**src/rtl/hopfield_pkg.sv**
```systemverilog
// Shared types, constants and saturation helpers for the time-multiplexed
// Hopfield/Izhikevich core. Neuron state values are 16-bit signed integers (mV).
package hopfield_pkg;

  localparam int STATE_W = 16;

  typedef logic signed [STATE_W-1:0] nval_t;

  localparam nval_t V_RESET = -16'sd65;
  localparam nval_t U_RESET = -16'sd16;
  localparam nval_t V_PEAK  = 16'sd30;
  localparam nval_t U_JUMP  = 16'sd8;

  typedef enum logic [1:0] {
    S_IDLE,
    S_ACCUM,
    S_UPDATE,
    S_COMMIT
  } fsm_e;

  // Clamp a 32-bit intermediate into the 16-bit state range.
  function automatic nval_t sat16(input logic signed [31:0] x);
    if (x > 32'sd32767) return 16'sh7fff;
    if (x < -32'sd32768) return 16'sh8000;
    return x[15:0];
  endfunction

  // Clamp into a ww-bit signed weight range; result is sign-extended to 16 bits.
  function automatic nval_t wsat(input logic signed [31:0] x, input int ww);
    logic signed [31:0] hi;
    logic signed [31:0] lo;
    hi = (32'sd1 <<< (ww - 1)) - 32'sd1;
    lo = -hi - 32'sd1;
    if (x > hi) return hi[15:0];
    if (x < lo) return lo[15:0];
    return x[15:0];
  endfunction

endpackage

```
**src/rtl/hopfield_tm_core_izh_step.sv**
```systemverilog
// One Izhikevich integration step in integer mV, purely combinational.
// Intermediates are 32-bit signed; stored results saturate to 16 bits.
module izh_step
  import hopfield_pkg::*;
(
  input  nval_t v,
  input  nval_t u,
  input  nval_t i_cur,
  output nval_t vn,
  output nval_t un,
  output logic  spike
);

  logic signed [31:0] v32;
  logic signed [31:0] u32;
  logic signed [31:0] i32;
  logic signed [31:0] dv;
  logic signed [31:0] vn_raw;
  logic signed [31:0] un_raw;

  // Membrane and recovery update, spike detection and post-spike reset.
  always_comb begin
    v32    = 32'(v);
    u32    = 32'(u);
    i32    = 32'(i_cur);
    dv     = ((v32 * v32 * 32'sd41) >>> 10) + (32'sd5 * v32) + 32'sd140 - u32 + i32;
    vn_raw = v32 + (dv >>> 1);
    un_raw = u32 + (((v32 >>> 2) - u32) >>> 6);
    spike  = 1'b0;
    if (vn_raw >= 32'(V_PEAK)) begin
      spike  = 1'b1;
      vn_raw = 32'(V_RESET);
      un_raw = un_raw + 32'(U_JUMP);
    end
    vn = sat16(vn_raw);
    un = sat16(un_raw);
  end

endmodule

```
**src/rtl/hopfield_tm_core.sv**
```systemverilog
// Time-multiplexed Hopfield/Izhikevich network core. One shared neuron
// datapath visits N neurons per sweep: N MAC cycles of recurrent input from
// the previous sweep's spikes (with optional Hebbian weight training), then
// one update cycle, then a single commit cycle that publishes the spikes.
// Optional debug weight readout port: define HOPFIELD_WREAD_EN.
module hopfield_tm_core
  import hopfield_pkg::*;
#(
  parameter int                 N           = 7,
  parameter int                 WW          = 8,
  parameter logic signed [15:0] DRIVE       = 16'sd10,
  parameter logic signed [15:0] LEARN_BOOST = 16'sd20,
  localparam int                IW          = $clog2(N)
) (
  input  logic          clk,
  input  logic          reset,
  input  logic          step,
  input  logic          learn_en,
  input  logic [N-1:0]  pattern_in,
  output logic          busy,
  output logic          done,
  output logic [N-1:0]  spikes
`ifdef HOPFIELD_WREAD_EN
  ,
  input  logic [IW-1:0] w_row,
  input  logic [IW-1:0] w_col,
  output logic [WW-1:0] w_rdata
`endif
);

  localparam logic [IW-1:0] LAST = IW'(N - 1);

  fsm_e                 state_q, state_d;
  logic [IW-1:0]        i_q, i_d;
  logic [IW-1:0]        j_q, j_d;
  nval_t                acc_q, acc_d;
  logic [N-1:0]         pat_q, pat_d;
  logic                 learn_q, learn_d;
  logic [N-1:0]         nxt_q, nxt_d;
  logic [N-1:0]         spikes_q, spikes_d;
  logic                 busy_q, busy_d;
  logic                 done_q, done_d;
  logic signed [WW-1:0] w_q [N][N];
  logic signed [WW-1:0] w_d [N][N];
  nval_t                v_q [N];
  nval_t                v_d [N];
  nval_t                u_q [N];
  nval_t                u_d [N];

  logic signed [31:0]   w_ext;
  nval_t                i_cur;
  nval_t                izh_vn;
  nval_t                izh_un;
  logic                 izh_spike;

  assign w_ext = 32'(w_q[i_q][j_q]);

  // Total input current for the neuron being updated.
  always_comb begin
    i_cur = sat16(32'(acc_q)
                  + (pat_q[i_q] ? 32'(DRIVE) : 32'sd0)
                  + ((learn_q && pat_q[i_q]) ? 32'(LEARN_BOOST) : 32'sd0));
  end

  izh_step u_izh (
    .v    (v_q[i_q]),
    .u    (u_q[i_q]),
    .i_cur(i_cur),
    .vn   (izh_vn),
    .un   (izh_un),
    .spike(izh_spike)
  );

  // Sweep sequencing, MAC accumulation, Hebbian training and neuron writeback.
  always_comb begin
    // NOTE: every _d starts as its _q so no branch can leave a value unassigned and infer a latch.
    state_d  = state_q;
    i_d      = i_q;
    j_d      = j_q;
    acc_d    = acc_q;
    pat_d    = pat_q;
    learn_d  = learn_q;
    nxt_d    = nxt_q;
    spikes_d = spikes_q;
    busy_d   = busy_q;
    done_d   = 1'b0;
    w_d      = w_q;
    v_d      = v_q;
    u_d      = u_q;

    unique case (state_q)
      S_IDLE: begin
        if (step) begin
          pat_d   = pattern_in;
          learn_d = learn_en;
          busy_d  = 1'b1;
          i_d     = '0;
          j_d     = '0;
          acc_d   = '0;
          state_d = S_ACCUM;
        end
      end
      S_ACCUM: begin
        acc_d = sat16(32'(acc_q) + (spikes_q[j_q] ? w_ext : 32'sd0));
        // Self-connections are never trained; training reads last sweep's spikes.
        if (learn_q && (i_q != j_q)) begin
          if (spikes_q[i_q] && spikes_q[j_q]) begin
            w_d[i_q][j_q] = WW'(wsat(w_ext + 32'sd1, WW));
          end else if (spikes_q[i_q] != spikes_q[j_q]) begin
            w_d[i_q][j_q] = WW'(wsat(w_ext - 32'sd1, WW));
          end
        end
        if (j_q == LAST) begin
          state_d = S_UPDATE;
        end else begin
          j_d = j_q + IW'(1);
        end
      end
      S_UPDATE: begin
        v_d[i_q]   = izh_vn;
        u_d[i_q]   = izh_un;
        nxt_d[i_q] = izh_spike;
        acc_d      = '0;
        if (i_q == LAST) begin
          state_d = S_COMMIT;
        end else begin
          i_d     = i_q + IW'(1);
          j_d     = '0;
          state_d = S_ACCUM;
        end
      end
      S_COMMIT: begin
        spikes_d = nxt_q;
        done_d   = 1'b1;
        busy_d   = 1'b0;
        state_d  = S_IDLE;
      end
      default: state_d = S_IDLE;
    endcase
  end

  // State registers; asynchronous reset aborts any sweep in progress.
  always_ff @(posedge clk or posedge reset) begin
    if (reset) begin
      state_q  <= S_IDLE;
      i_q      <= '0;
      j_q      <= '0;
      acc_q    <= '0;
      pat_q    <= '0;
      learn_q  <= 1'b0;
      nxt_q    <= '0;
      spikes_q <= '0;
      busy_q   <= 1'b0;
      done_q   <= 1'b0;
      // NOTE: the register files are flops, not RAM, so weights and neuron state can clear on reset.
      for (int k = 0; k < N; k++) begin
        v_q[k] <= V_RESET;
        u_q[k] <= U_RESET;
        for (int m = 0; m < N; m++) begin
          w_q[k][m] <= '0;
        end
      end
    end else begin
      // NOTE: non-blocking assignments so every flop samples the same pre-edge values.
      state_q  <= state_d;
      i_q      <= i_d;
      j_q      <= j_d;
      acc_q    <= acc_d;
      pat_q    <= pat_d;
      learn_q  <= learn_d;
      nxt_q    <= nxt_d;
      spikes_q <= spikes_d;
      busy_q   <= busy_d;
      done_q   <= done_d;
      v_q      <= v_d;
      u_q      <= u_d;
      w_q      <= w_d;
    end
  end

  assign busy   = busy_q;
  assign done   = done_q;
  assign spikes = spikes_q;

`ifdef HOPFIELD_WREAD_EN
  // Debug readout of one weight; indices beyond N-1 read as zero.
  always_comb begin
    w_rdata = '0;
    if ((32'(w_row) < N) && (32'(w_col) < N)) begin
      w_rdata = w_q[w_row][w_col];
    end
  end
`endif

endmodule

```
**config.mk**
```make
export PLATFORM = sky130hd
export DESIGN_NAME = hopfield_tm_core
export DESIGN_NICKNAME = d
export VERILOG_FILES = /design/src/rtl/hopfield_pkg.sv /design/src/rtl/hopfield_tm_core_izh_step.sv /design/src/rtl/hopfield_tm_core.sv
export SDC_FILE = /design/constraint.sdc
export NUM_CORES = 2
export LEC_CHECK = 0
export CAP_MARGIN = 20
export CORE_ASPECT_RATIO = 1.25
export CORE_MARGIN = 2
export CORE_UTILIZATION = 25
export DETAILED_ROUTE_END_ITERATION = 8
export SLEW_MARGIN = 20
export SYNTH_ARGS = -nofsm -noshare
export SYNTH_HDL_FRONTEND = slang
export SYNTH_HIERARCHICAL = 1
export SYNTH_SLANG_ARGS = --single-unit
```
**constraint.sdc**
```tcl
create_clock -name clk -period 26.5 [get_ports clk]
set_clock_uncertainty 0.15 [all_clocks]
set_input_delay 3.975 -clock clk [delete_from_list [all_inputs] [get_ports clk]]
set_output_delay 3.975 -clock clk [all_outputs]
set_load 0.01 [all_outputs]
```
==> impl_metrics.toml <==
[floorplan]
initial_utilization_pct = 25.2
ios = 20
dieArea_um2 = 202000
row_count = 182
die_w_um = 402
core_area_um2 = 197000
die_y_um = 501

[global_route]
grt_antenna_before_repair = 1
grt.total_usage_pct = 13.8
grt_first_pass_wirelength_mm = 220
met2_usage_pct = 24.5
first_global_vias = 37900
grt.busiest_layer = "met2"
grt_overflow = 0
use_met1_pct = 16.9
grt_use_met3_pct = 1.84
grt_max_degree = 197

[sta]
tightest_slew_ps = 1140
fin_crit_ps = 18680
fin_crit_sh_pct = 70.5
final_hold_viol_count = 0
final-setup-viol-count = 0
maxSlewViolCount = 0
fmax_mhz = 53.5
holdWs_ps = 221
rsz0062_at_grt = "false"
setup_tns_ps = 0
slew_headroom_pct = 23.9

[logic_synthesis]
synth_cells = 5011
synth_ff_type = "dfrtp_1"
ys_seq_area_share_pct = 34.1
synth_area_um2 = 49500
synth-seq-cells = 664
syn_nets = 5663
synth_edf_count = 0
ys_types = 106
async_flop_share_pct = 100
synth_warnings = 6
syn_avg_cell_area_um2 = 9.87

[finish]
layout_commonest_cell = "inv_1"
area.growth.synth_to_final_pct = 10.6
finalCoreUtilization_pct = 27.8
nFillCells = 20700
multi_input_area_um2 = 29200
nets = 5525
drive_gt1_share_pct = 16.5
final_cell_mix = "inv_1, nand2_1, dfrtp_1"
ff_latch_area_um2 = 16900

[setup_path]
path_class = "reg2reg"
critPathLaunchType = "flip-flop"
crit_fanout = 39
cp_slowest_cell = "nor4_4"
required_ps = 26910
endpoint_kind = "flip-flop"
cp_data_arrival_time_ps = 19090
max_stage_delay_ps = 760

[clocking]
post_cts_buffers = 0
root_buffer = "clkbuf_16"
worstSkewPairLatency_ps = 650
cts_resized = 0
clockBufferDepth = 3
cts_tree = "built"
clock-sinks = 664
h-tree-depth = 3
ctsHoldBuffers = 0
cts_buffers = 72
clk_pin_slew_ps = 60

[route]
drt_iter0_drc = 3018
drc = 0
vias_per_cell = 4.87
wl_mm = 141
antenna_left = 0
wl_per_cell_um = 18.8
vias = 36500
dr.pass1.iters = 6

[placed_design]
gp_congestion = 0.897
io_buffer_count = 19
dp_hpwl_mm = 99.3

[status]
status = "finished, final reports clean"

[hold_path]
hold_path.class = "reg2reg"

[flow_run]
max_cap_viol_count = 0
==> critical path, delay by kind of cell (launching register included) <==
| family | cells | cell delay, ps |
|---|---|---|
| buffers and inverters | 14 | 2920 |
| AOI/OAI and AO/OA | 20 | 4000 |
| muxes | 1 | 290 |
| adders and majority gates | 16 | 6570 |
| DFF | 1 | 680 |
| xor gates and xnor gates | 3 | 660 |
| and+or+nand+nor | 11 | 3230 |
==> logic make-up after synthesis <==
family / share of synthesized area [%]
AND/OR/NAND/NOR: 10.4
AO/OA/AOI/OAI: 14.2
buffers and inverters: 7.35
flip-flops: 34.1
adder cells (fa/ha/maj): 21.1
multiplexers: 10.0
XOR/XNOR: 2.84
other: 0.00758
==> cells in the mapped netlist, types with 18 or more instances <==
cell	number	area share [%]
ha_1	318	8.0
dfstp_2	189	10
o21a_1	27	0.41
xor2_1	47	0.83
buf_2	50	0.51
nand2_1	555	4.2
o21ai_0	289	2.9
buf_4	18	0.27
and2_1	51	0.64
a21oi_1	201	2.0
fa_1	323	13
inv_1	597	4.5
nor3_1	57	0.58
nor2b_1	29	0.37
and3_1	23	0.29
buf_1	22	0.17
a221o_1	20	0.40
a21o_1	51	0.77
a211oi_1	21	0.32
nand3_1	58	0.59
xnor2_1	109	1.9
nand2b_1	29	0.37
a31oi_1	19	0.24
o31ai_1	51	0.77
mux2_2	332	7.6
o21ai_1	101	1.0
dfrtp_1	475	24
a22oi_1	64	0.97
mux4_2	26	1.2
a221oi_1	63	1.1
mux2i_1	55	1.1
nor2_1	244	1.9
clkbuf_1	194	1.5
==> stage by stage <==
step / setup slack [ps] / area, um2 / cells
after global placement: 8160 / 52300 / 7373
after global routing: 6630 / 54700 / 7504
after detailed placement: 7930 / 52300 / 7374
after CTS: 7870 / 54700 / 7503
final: 7820 / 54700 / 7505
after floorplan: 4080 / 49500 / 5011
==> layer usage <==
| layer | share of wire, % | vias up | wire, um |
|---|---|---|---|
| met3 | 4.9 | 299 | 6850 |
| met1 | 41 | 18500 | 58200 |
| li1 | - | 16800 | - |
| met2 | 50 | 1020 | 70700 |
| met4 | 3.7 | 0 | 5200 |
| met5 | 0 | - | 0 |
==> layout make-up <==
type | instances | area share [%]
tap | 2576 | 5.89
multi-input combinational | 3439 | 53.3
sequential | 664 | 30.8
clock inverter | 30 | 0.670
timing repair buffer | 94 | 1.51
antenna | 1 | 0.00457
clock buffer | 99 | 3.68
inverter | 602 | 4.14
==> flip-flops by register name, indices dropped and copies added (netlist names) <==
register	flops
u_q	112
j_q	3
acc_q	16
v_q	112
busy	1
w_q	392
learn_q	1
spikes	7
i_q	3
done	1
state_q	2
pat_q	7
nxt_q	7
==> path summary, 6_finish.rpt <==
check	startpoint	end	slack (ps)	cells past startpoint
max	i_q[0]	v_q[38]	7820	65
min	w_q[5]	w_q[5]	220	0
max reg2reg	i_q[0]	v_q[38]	7820	65
min reg2reg	w_q[5]	w_q[5]	220	0
max in group asynchronous	reset	u_q[11]	20260	5
min in group asynchronous	reset	w_q[41]	3650	2
Power is not shown: default switching activity piles up to over one toggle a cycle in this logic, so the estimate is an artifact.
